File: src/rtl/ir_stat_unit.sv
// ir_stat_unit: instruction fetch/decode front end and STAT flag register.
// Runs a request/acknowledge read of instruction memory on a FETCH pulse,
// latches the instruction word into IR, exposes decoded fields, and holds
// the 4-bit {N,Z,V,C} status register.
// Optional build macro IR_PARITY_EN adds IM_PAR / PAR_ERR parity checking.
module ir_stat_unit #(
   parameter int unsigned ADDR_W      = 8,
   parameter int unsigned ACK_TIMEOUT = 15
) (
   input  logic              CLK,
   input  logic              RST_F,
   input  logic              FETCH,
   input  logic [ADDR_W-1:0] PC,
   output logic              IM_REQ,
   output logic [ADDR_W-1:0] IM_ADDR,
   input  logic              IM_ACK,
   input  logic [31:0]       IM_DATA,
`ifdef IR_PARITY_EN
   input  logic              IM_PAR,
   output logic              PAR_ERR,
`endif
   output logic              FETCH_DONE,
   output logic              FETCH_ERR,
   output logic [3:0]        OPCODE,
   output logic [3:0]        MM,
   output logic [3:0]        RD_ADDR,
   output logic [3:0]        RS_ADDR,
   output logic [3:0]        RT_ADDR,
   output logic [15:0]       IMM,
   input  logic [3:0]        ALU_FLAGS,
   input  logic              STAT_WE,
   input  logic              STAT_CLR,
   output logic [3:0]        STAT,
   output logic              HALT
);

   localparam logic [1:0] S_IDLE = 2'd0;
   localparam logic [1:0] S_REQ  = 2'd1;
   localparam logic [1:0] S_DONE = 2'd2;

   localparam int unsigned CNT_W = 8;
   localparam logic [CNT_W-1:0] CNT_LAST = CNT_W'(ACK_TIMEOUT - 1);

   logic [1:0]        state;
   logic [31:0]       ir;
   logic [CNT_W-1:0]  cnt;
   logic [31:0]       ack_data;

`ifdef IR_PARITY_EN
   logic par_bad;

   // A word whose parity bit disagrees is replaced by a noop.
   assign par_bad  = IM_PAR ^ (^IM_DATA);
   assign ack_data = par_bad ? '0 : IM_DATA;

   // Sticky parity error flag, set on any acknowledged word with bad parity.
   always_ff @(posedge CLK) begin
      if (!RST_F) begin
         PAR_ERR <= 1'b0;
      end else if (state == S_REQ && IM_ACK && par_bad) begin
         PAR_ERR <= 1'b1;
      end
   end
`else
   assign ack_data = IM_DATA;
`endif

   // Fetch sequencer: IDLE -> REQ (wait for ack or timeout) -> DONE -> IDLE.
   always_ff @(posedge CLK) begin
      if (!RST_F) begin
         state     <= S_IDLE;
         ir        <= '0;
         cnt       <= '0;
         IM_REQ    <= 1'b0;
         IM_ADDR   <= '0;
         FETCH_ERR <= 1'b0;
         HALT      <= 1'b0;
      end else begin
         case (state)
            S_IDLE: begin
               if (FETCH && !HALT) begin
                  IM_ADDR <= PC;
                  IM_REQ  <= 1'b1;
                  cnt     <= '0;
                  state   <= S_REQ;
               end
            end
            S_REQ: begin
               if (IM_ACK) begin
                  ir     <= ack_data;
                  IM_REQ <= 1'b0;
                  state  <= S_DONE;
               end else if (cnt == CNT_LAST) begin
                  IM_REQ    <= 1'b0;
                  FETCH_ERR <= 1'b1;
                  state     <= S_IDLE;
               end else begin
                  cnt <= cnt + 1'b1;
               end
            end
            S_DONE: begin
               if (ir[31:28] == 4'hF) begin
                  HALT <= 1'b1;
               end
               state <= S_IDLE;
            end
            default: begin
               state  <= S_IDLE;
               IM_REQ <= 1'b0;
            end
         endcase
      end
   end

   // Status flags: clear wins over load; independent of fetch activity.
   always_ff @(posedge CLK) begin
      if (!RST_F) begin
         STAT <= '0;
      end else if (STAT_CLR) begin
         STAT <= '0;
      end else if (STAT_WE) begin
         STAT <= ALU_FLAGS;
      end
   end

   // Completion pulse and instruction field decode straight from state/IR.
   always_comb begin
      FETCH_DONE = (state == S_DONE);
      OPCODE     = ir[31:28];
      MM         = ir[27:24];
      RD_ADDR    = ir[23:20];
      RS_ADDR    = ir[19:16];
      RT_ADDR    = ir[15:12];
      IMM        = ir[15:0];
   end

endmodule

File: config.mk
export PLATFORM = sky130hd
export DESIGN_NAME = ir_stat_unit
export DESIGN_NICKNAME = d
export VERILOG_FILES = /design/src/rtl/ir_stat_unit.sv
export SDC_FILE = /design/constraint.sdc
export NUM_CORES = 1
export LEC_CHECK = 0
export BUFFER_PORTS_ARGS = -buffer_cell sky130_fd_sc_hd__buf_2
export CAP_MARGIN = 20
export CORE_MARGIN = 5
export CORE_UTILIZATION = 46
export DETAILED_ROUTE_END_ITERATION = 8
export PLACE_DENSITY = 0.79
export REMOVE_ABC_BUFFERS = 1
export SETUP_SLACK_MARGIN = 0.2
export SYNTH_ARGS = -nofsm -noshare
export SYNTH_HDL_FRONTEND = slang
export SYNTH_SLANG_ARGS = --single-unit
export TNS_END_PERCENT = 50
File: constraint.sdc
create_clock -name CLK -period 1.9 [get_ports CLK]
set_input_delay 0 -clock CLK [delete_from_list [all_inputs] [get_ports CLK]]
set_output_delay 0 -clock CLK [all_outputs]
set_load 0.05 [all_outputs]
Word-level counts from Yosys, hierarchy flattened:

Index checks and enable logic that the tools add are counted.

* bits in registers: 57
* input bits: 50
* output and inout bits: 52
* word-level logic and storage cells: 44

* add/subtract/negate cells: 1
* equality and inequality tests: 8
* mux-type cells: 12
* bitwise logic cells: 3
* reduce and logical (&&, ||, !) cells: 12

Operator list (number)
* two-way mux 8 bit: 3
* case mux 8 bit (2 select lines): 1
* adder 8 x 1 -> 8 bit, second input constant: 1
* equality test 8 x 4 -> 1 bit, second input constant: 1
* AND reduction 2 bit: 4
* two-way mux 2 bit: 3
* inequality test 2 bit, second input constant: 3
* AND reduction 3 bit: 2
* equality test 4 bit, second input constant: 1
* case mux 2 bit (2 select lines): 1
* AND reduction 4 bit: 1
* two-way mux 1 bit: 3
* inequality test 3 bit, second input constant: 1
* NOT 1 bit: 3
* case mux 1 bit (3 select lines): 1
* equality test 2 x 1 -> 1 bit, second input constant: 1
* equality test 2 bit, second input constant: 1
* logical NOT 2 bit: 1
* nonzero test 2 bit: 1
* OR reduction 2 bit: 1
* logical AND 1 bit: 1
* logical NOT 1 bit: 1

Depth between registers and ports, before layout:

Gate-level depths: netlist of the first run.

* depth in word-level cells: 4
* depth in mapped cells: 6
* gate-level depth less buffers: 6

Least setup slack after synthesis of the first run:

No wires, ideal clock.

* kind: reg-to-reg
* start point: reg HALT
* end point: reg cnt[1]
* library setup time: 0.071 ns
* arrival time: 1.707 ns
* data required time: 1.829 ns
* path slack: 0.122 ns
* cell stages (with the launch flop): 5
* path buffers: 0
* period minus slack after synthesis: 1.778 ns
* cells stage by stage: dfxtp_1 > nor4b_4 > o32ai_4 > or3_1 > a21oi_1

* cells in the longest elaborated chain, start to end: 4

Ends and longest elaborated chain
* start: declaration: RTL line 34 `output logic HALT`
* start signal: assignment: RTL line 77 `HALT <= 1'b0;`
* start signal: assignment: RTL line 103 `HALT <= 1'b1;`
* logical NOT 1 bit: RTL line 81 `if (FETCH && !HALT) begin`
* logical AND 1 bit: RTL line 81
* inequality test 2 bit (no source line)
* AND reduction 4 bit (no source line)
* end signal: assignment: RTL line 98 `cnt <= cnt + 1'b1;`
* end: declaration: RTL line 46 `logic [CNT_W-1:0] cnt;`

Every way passes these cells.
A chain may end at the register's enable or synchronous reset.

Worst setup path in the final report of the first run:

* start point: reg cnt[0]
* end point: reg cnt[3]

* cells in the longest elaborated chain, start to end: 4
* elaborated cells between the ends (all ways): 7
* those cells by class: 1 x add/sub; 2 x eq/ne; 3 x mux; 1 x reduce/logical

Ends and longest elaborated chain
* adder 8 x 1 -> 8 bit: RTL line 98
* two-way mux 8 bit: RTL line 93 `end else if (cnt == CNT_LAST) begin`
* two-way mux 8 bit: RTL line 89 `if (IM_ACK) begin`
* case mux 8 bit (2 select lines): RTL line 79 `case (state)`

Parallel ways exist; a longest one is shown, timed or not. The select of a mux whose other input is x is not followed.

==> results of run 1 <==
[what timing repair did]
action / CTS / global route
setup buffers: 11 / 3
hold buffers: 46 / 0
resized for setup: 5 / 15
gates cloned: 0 / 0
pin swaps: 3 / 2
endpoints found under the hold margin: 44 / 0
endpoints found under the setup margin: 8 / 18
[report_power, final]
part / internal, mW / switching [mW]
Combinational: 0.211 / 0.332
Sequential: 1.24 / 0.0308
Clock: 0.504 / 0.499
Total: 1.95 / 0.862
[worst reg2reg max path: stages (launching register included)]
cell,delay [ps]
sky130_fd_sc_hd__dfxtp_2,330
sky130_fd_sc_hd__inv_2,90
sky130_fd_sc_hd__ha_4,130
sky130_fd_sc_hd__or4b_4,480
sky130_fd_sc_hd__o32ai_4,290
sky130_fd_sc_hd__buf_6,180
sky130_fd_sc_hd__a21oi_2,30
sky130_fd_sc_hd__o2bb2ai_1,180
[metrics by stage]
step | area, um2 | instances | setup WS (ps) | utilization (%) | hold slack, ps
6_report | 3620 | 506 | 107 | 76.6 | 10.3
5_1_grt | 3620 | 506 | 7.68 | 76.6 | 43.7
4_1_cts | 3530 | 503 | 186 | 74.7 | 0.454
3_5_place_dp | 2800 | 430 | 39.1 | 59.3 | 245
3_3_place_gp | 2800 | 430 | 97.0 | 59.3 | 240
2_1_floorplan | 2150 | 255 | 110 | - | 136
[sequential cells by signal, indices dropped and copies added (netlist names)]
| name | count |
|---|---|
| IM_ADDR | 8 |
| cnt | 8 |
| state | 2 |
| HALT | 1 |
| ir | 32 |
| FETCH_ERR | 1 |
| IM_REQ | 1 |
| STAT | 4 |
[cell usage after synthesis (2+ instances only)]
cell	instances	area [um2]
sky130_fd_sc_hd__a21oi_1	46	230
sky130_fd_sc_hd__a31oi_1	2	12.5
sky130_fd_sc_hd__and2_1	2	12.5
sky130_fd_sc_hd__buf_2	3	15.0
sky130_fd_sc_hd__buf_4	4	30.0
sky130_fd_sc_hd__clkbuf_1	10	37.5
sky130_fd_sc_hd__dfxtp_1	57	1140
sky130_fd_sc_hd__ha_1	2	25.0
sky130_fd_sc_hd__inv_1	3	11.3
sky130_fd_sc_hd__mux2i_1	4	40.0
sky130_fd_sc_hd__nand2_1	86	323
sky130_fd_sc_hd__nand2b_1	3	18.8
sky130_fd_sc_hd__nand3_1	12	60.1
sky130_fd_sc_hd__nand4_1	3	18.8
sky130_fd_sc_hd__nor2_1	11	41.3
sky130_fd_sc_hd__nor2b_1	2	12.5
sky130_fd_sc_hd__o21ai_0	4	20.0
sky130_fd_sc_hd__or3_1	5	31.3
[area by class of cell]
class,instances,area [um2]
Timing Repair Buffer,168,1150
Sequential cell,57,1140
Fill cell,286,1100
Multi-Input combinational cell,195,1060
Clock buffer,11,141
Tap cell,67,83.8
Clock inverter,5,31.3
Inverter,3,11.3
[kinds of logic after synthesis]
| logic type | after synthesis | share of synthesized area (%) |
|---|---|---|
| DFF | 57 | 51.2 |
| muxes | 4 | 1.80 |
| buffers and inverters | 20 | 4.21 |
| adders and majority gates | 2 | 1.12 |
| and+or+nand+nor | 134 | 27.9 |
| AOI/OAI and AO/OA | 55 | 13.7 |
[worst paths after layout]
path / startpoint / endpoint / slack, ps
setup reg to reg: cnt[0] / cnt[3] / 110
hold / removal: STAT_CLR / STAT[3] / 10
hold reg to reg: IM_ADDR[7] / IM_ADDR[7] / 450
setup / recovery: cnt[0] / cnt[3] / 110
[layer usage]
| metal | up-vias | routed length, um | global-route usage, % |
|---|---|---|---|
| li1 | 1233 | - | - |
| met1 | 1235 | 3100 | 27.6 |
| met2 | 171 | 4260 | 43.1 |
| met3 | 38 | 796 | 8.58 |
| met4 | 0 | 365 | 13.6 |
| met5 | - | 0 | 0 |
==> results.cfg, run 1 <==
[run]
cap_violations = 0

[timing]
tightestPinTransition_ps = 514
final.min_clock_period_ps = 1790
maxSlewViolCount = 0
fin_setup_tns_ps = 0
fin_crit_sh_pct = 94.4
hold_viol = 0
clock_skew_ps = 9.15
unrepaired_setup_endpoints_after_global_routing = yes
slew_headroom_pct = 65.7
max_freq_mhz = 558
setup_viol_count_final = 0

[floorplan]
floorplan.rows = 25
start_util_pct = 47.2
floorplan.die_area_um2 = 6340
die_width_um = 79.6
floorplan.core_area_um2 = 4720
floorplan.io_pins = 102
fp.dieH_um = 79.6

[worst_setup_path]
ordered_cell_list_for_the_critical_path = inv_2 -> ha_4 -> or4b_4 -> o32ai_4 -> buf_6 -> a21oi_2 -> o2bb2ai_1
critPathTopFamily = compound AO/OA/AOI/OAI gates
worst_setup_ep_type = flip-flop
worst_path_largest_cell_delay_ps = 480
cp_slowest_cell = sky130_fd_sc_hd__or4b_4
rr_worst_depth = 7
critical_path_depth = 7
cp.required_ps = 2140
path_buf_inv = 2
critPathMaxFanout = 5
crit_path_start_kind = flip-flop
timing.setup.critical_path_class = flip-flop to flip-flop
worst-endpoint-arrival_ps = 2040

[synthesis]
avgSynthCellArea_um2 = 8.20
synth.yosys.warnings = 0
share_of_synthesized_area_occupied_by_flip_flops_and_latches_pct = 51.2
async_sr_flop_fraction_pct = 0
number_of_distinct_standard_cells_referenced_by_the_synthesized_netlist = 31
number_of_enable_flip_flop_cells_after_synthesis = 0
synth.cell_area_um2 = 2230
post_synthesis_sequential_element_count = 57
post_synth_inst_count = 272
ys.flop_type = sky130_fd_sc_hd__dfxtp_1

[placed_design]
place_hpwl_mm = 3.98
io_port_bufs = 101
place.gp.congestion = 0.917

[pwr]
p_total_mw = 2.82
ir_drop_mv = 0.769
power_density_nw_per_um2 = 778
total_leakage_power_nw = 1.64

[global_route]
grt.total_usage_pct = 25.3
largest_net_degree_at_the_start_of_global_routing = 49
grt_first_pass_wirelength_mm = 12.5
overall_overflow_remaining_after_global_route = 0
antenna_found_initial = 0
first_global_vias = 2689

[clocking]
tritoncts = done
cts.reportedPaths.clkPinSlew_ps = 70
cell_at_the_root_of_the_clock_tree = sky130_fd_sc_hd__clkbuf_8
cts_buffers = 9
clock_sinks = 57
clkLatencyLatePin_ps = 330
cts-htree-levels = 3
clock_tree.buffer_depth = 2

[status]
outcome = complete, no violations

[final_layout]
layout.nets = 486
flow.area_growth_from_synthesis_pct = 62.3
final_layout_size_suffix_gt1_share_pct = 35.3
final_cell_mix = 101 x sky130_fd_sc_hd__buf_2, 85 x sky130_fd_sc_hd__nand2_1, 56 x sky130_fd_sc_hd__dfxtp_1
mostFrequentLayoutCell = sky130_fd_sc_hd__buf_2
antennaDiodeCount = 0

[drt]
route.final.wire_length_mm = 8.52
first_pass_iters = 5
vias = 2677
initialDrtViolationCount = 250
final_antenna_net_count = 0
via_per_inst = 5.29
post-route-drc-count = 0
avgRoutedWirePerCell_um = 16.8

[min_path]
hold_crit_depth = 3
hold_path.class = input pin to flip-flop
Note: power is estimated with default switching activity, not from simulation.
==> run 2, diff against run 1 <==
--- a/config.mk
+++ b/config.mk
@@ -5,15 +5,17 @@
 export SDC_FILE = /design/constraint.sdc
 export NUM_CORES = 1
 export LEC_CHECK = 0
+export ABC_AREA = 1
 export BUFFER_PORTS_ARGS = -buffer_cell sky130_fd_sc_hd__buf_2
 export CAP_MARGIN = 20
 export CORE_MARGIN = 5
-export CORE_UTILIZATION = 46
+export CORE_UTILIZATION = 47
 export DETAILED_ROUTE_END_ITERATION = 8
+export HOLD_SLACK_MARGIN = 0.02
 export PLACE_DENSITY = 0.79
 export REMOVE_ABC_BUFFERS = 1
 export SETUP_SLACK_MARGIN = 0.2
 export SYNTH_ARGS = -nofsm -noshare
 export SYNTH_HDL_FRONTEND = slang
 export SYNTH_SLANG_ARGS = --single-unit
-export TNS_END_PERCENT = 50
+export TNS_END_PERCENT = 20
==> results.cfg, run 2 <==
[final_layout]
max_flop_register = ir
mostFrequentLayoutCell = sky130_fd_sc_hd__buf_2
final_cell_mix = 101 x sky130_fd_sc_hd__buf_2, 68 x sky130_fd_sc_hd__nand2_1, 59 x sky130_fd_sc_hd__dlygate4sd3_1
antennaDiodeCount = 0
multi_input_comb_area_um2 = 1020
final_layout_size_suffix_gt1_share_pct = 28.1
register_area_um2 = 1140
stdcell_count = 536
reg_top3 = ir: 32 flops, IM_ADDR: 8 flops, cnt: 8 flops
layout.nets = 517
fillCellCount = 344
flow.area_growth_from_synthesis_pct = 55.8
largest_register_ffs = 32

[synthesis]
synth_top_area_share_pct = 49.1
synth.yosys.warnings = 0
muxShareOfSynthArea_pct = 0
async_sr_flop_fraction_pct = 0
number_of_distinct_standard_cells_referenced_by_the_synthesized_netlist = 25
yosys.area_share.xor_xnor_pct = 0
synth.cell_area_um2 = 2330
share_of_synthesized_area_occupied_by_flip_flops_and_latches_pct = 49.1
synth_top_family_by_area = simple AND/OR/NAND/NOR gates
synth_compound_area_share_pct = 12.8
synth_top_cell_by_area = sky130_fd_sc_hd__dfxtp_1
yosys.area_share.simple_pct = 29.9
ys.flop_type = sky130_fd_sc_hd__dfxtp_1
avgSynthCellArea_um2 = 7.53
post_synth_inst_count = 309
largest_cells_by_area_after_synthesis = sky130_fd_sc_hd__dfxtp_1 49%, sky130_fd_sc_hd__nand2_1 11%, sky130_fd_sc_hd__nand3_1 8.6%
number_of_enable_flip_flop_cells_after_synthesis = 0
post_synthesis_sequential_element_count = 57
synth-adder-area-share_pct = 1.08
synth.most_common_cell = sky130_fd_sc_hd__nand2_1
ys_top_cells_by_count = 68 x sky130_fd_sc_hd__nand2_1, 57 x sky130_fd_sc_hd__dfxtp_1, 40 x sky130_fd_sc_hd__nand3_1, 38 x sky130_fd_sc_hd__a21oi_1, 35 x sky130_fd_sc_hd__nor2_1

[min_path]
hold_crit_depth = 3
hold_path.class = input pin to flip-flop

[timing]
max_freq_mhz = 587
clock_skew_ps = 7.11
hold_viol = 0
slew_headroom_pct = 72.6
unrepaired_setup_endpoints_after_global_routing = yes
setup_viol_count_final = 0
tightestPinTransition_ps = 408
maxSlewViolCount = 0
fin_crit_sh_pct = 89.6
final.min_clock_period_ps = 1700
fin_setup_tns_ps = 0
timing.hold.ws_ps = 33.7

[clocking]
cts.reportedPaths.clkPinSlew_ps = 60
tritoncts = done
clock_sinks = 57
clkLatencyLatePin_ps = 330
clock_tree.buffer_depth = 2
cts-htree-levels = 3
cts_buffers = 9
cell_at_the_root_of_the_clock_tree = sky130_fd_sc_hd__clkbuf_8

[floorplan]
start_util_pct = 48.9
floorplan.rows = 25
fp.dieH_um = 80.4
floorplan.die_area_um2 = 6460
floorplan.io_pins = 102
floorplan.core_area_um2 = 4750
die_width_um = 80.4

[pwr]
total_leakage_power_nw = 1.65
ir_drop_mv = 0.605
power_density_nw_per_um2 = 795
p_total_mw = 2.88

[worst_setup_path]
critPathMaxFanout = 1
rr_worst_depth = 5
timing.setup.critical_path_class = input pin to flip-flop
worst_setup_ep_type = flip-flop
cp.required_ps = 2170
crit_path_start_kind = input pin
worst-endpoint-arrival_ps = 1970

[run]
cap_violations = 0

[drt]
via_per_inst = 5.09
post-route-drc-count = 0
vias = 2726
final_antenna_net_count = 0
route.final.wire_length_mm = 7.92
avgRoutedWirePerCell_um = 14.8
first_pass_iters = 4
initialDrtViolationCount = 155

[global_route]
grt.total_usage_pct = 25.1
global_route_layer_with_the_greatest_usage = met2
use_met3_pct = 8.86
overall_overflow_remaining_after_global_route = 0
first_global_vias = 2734
grt_first_pass_wirelength_mm = 12.5
largest_net_degree_at_the_start_of_global_routing = 37
met1_usage_pct = 26.8
antenna_found_initial = 0
global_route.usage.met2_pct = 43.8

[placed_design]
io_port_bufs = 101
place_hpwl_mm = 4.24
place.gp.congestion = 0.902
placed_insts = 462

[status]
outcome = complete, no violations
run 2: path summary, 6_finish.rpt:
kind                 to  slack, ps          from
max             STAT[0]        200  ALU_FLAGS[0]
min              cnt[0]         30         RST_F
max reg2reg  IM_ADDR[2]        300      state[0]
min reg2reg      ir[20]        460        ir[20]
run 2: kinds of logic (layout without fill, tap and decap cells):
kind of cell    count (synthesis)  after routing
compound gates                 56             56
fa+ha+maj                       2              2
buf+inv                        37            197
flops                          57             57
simple gates                  157            157
run 2: critical path, stage by stage:
cell and delay [ps]:
sky130_fd_sc_hd__dlygate4sd3_1 530, sky130_fd_sc_hd__buf_2 100, sky130_fd_sc_hd__nand2_1 40, sky130_fd_sc_hd__dlygate4sd3_1 560, sky130_fd_sc_hd__a21oi_1 170, sky130_fd_sc_hd__dlygate4sd3_1 560
run 2: area by class of cell:
class | count | share of cell area, %
clock buffers | 12 | 3.73
clock inverters | 3 | 1.17
inverters | 18 | 2.00
multi-input cells | 215 | 28.2
flip-flops and latches | 57 | 31.5
well taps | 67 | 2.31
repair buffers | 164 | 31.1
run 2: metal layers:
| layer | up-vias | wire [um] |
|---|---|---|
| met5 | - | 0 |
| met4 | 0 | 190 |
| met3 | 17 | 811 |
| met2 | 141 | 3880 |
| met1 | 1249 | 3030 |
| li1 | 1319 | - |
run 2: stage by stage:
| stage | util [%] | setup WS, ps | area, um2 |
|---|---|---|---|
| after floorplan | - | 564 | 2230 |
| after global placement | 59.9 | 350 | 2850 |
| after detailed placement | 59.9 | 312 | 2850 |
| after CTS | 76.1 | 262 | 3620 |
| after global routing | 76.2 | 121 | 3620 |
| final | 76.2 | 197 | 3620 |
run 2: power breakdown:
part	total, mW	internal (mW)	switching, mW
registers	1.28	1.24	0.0310
clock network	1.05	0.597	0.448
logic	0.559	0.198	0.361
run 2: repair_timing:
action | 4_1_cts | 5_1_grt
endpoints found under the setup margin | 0 | 36
hold endpoints to repair | 45 | 0
gates resized for setup | 0 | 1
hold buffers | 59 | 0
buffers inserted | 0 | 0
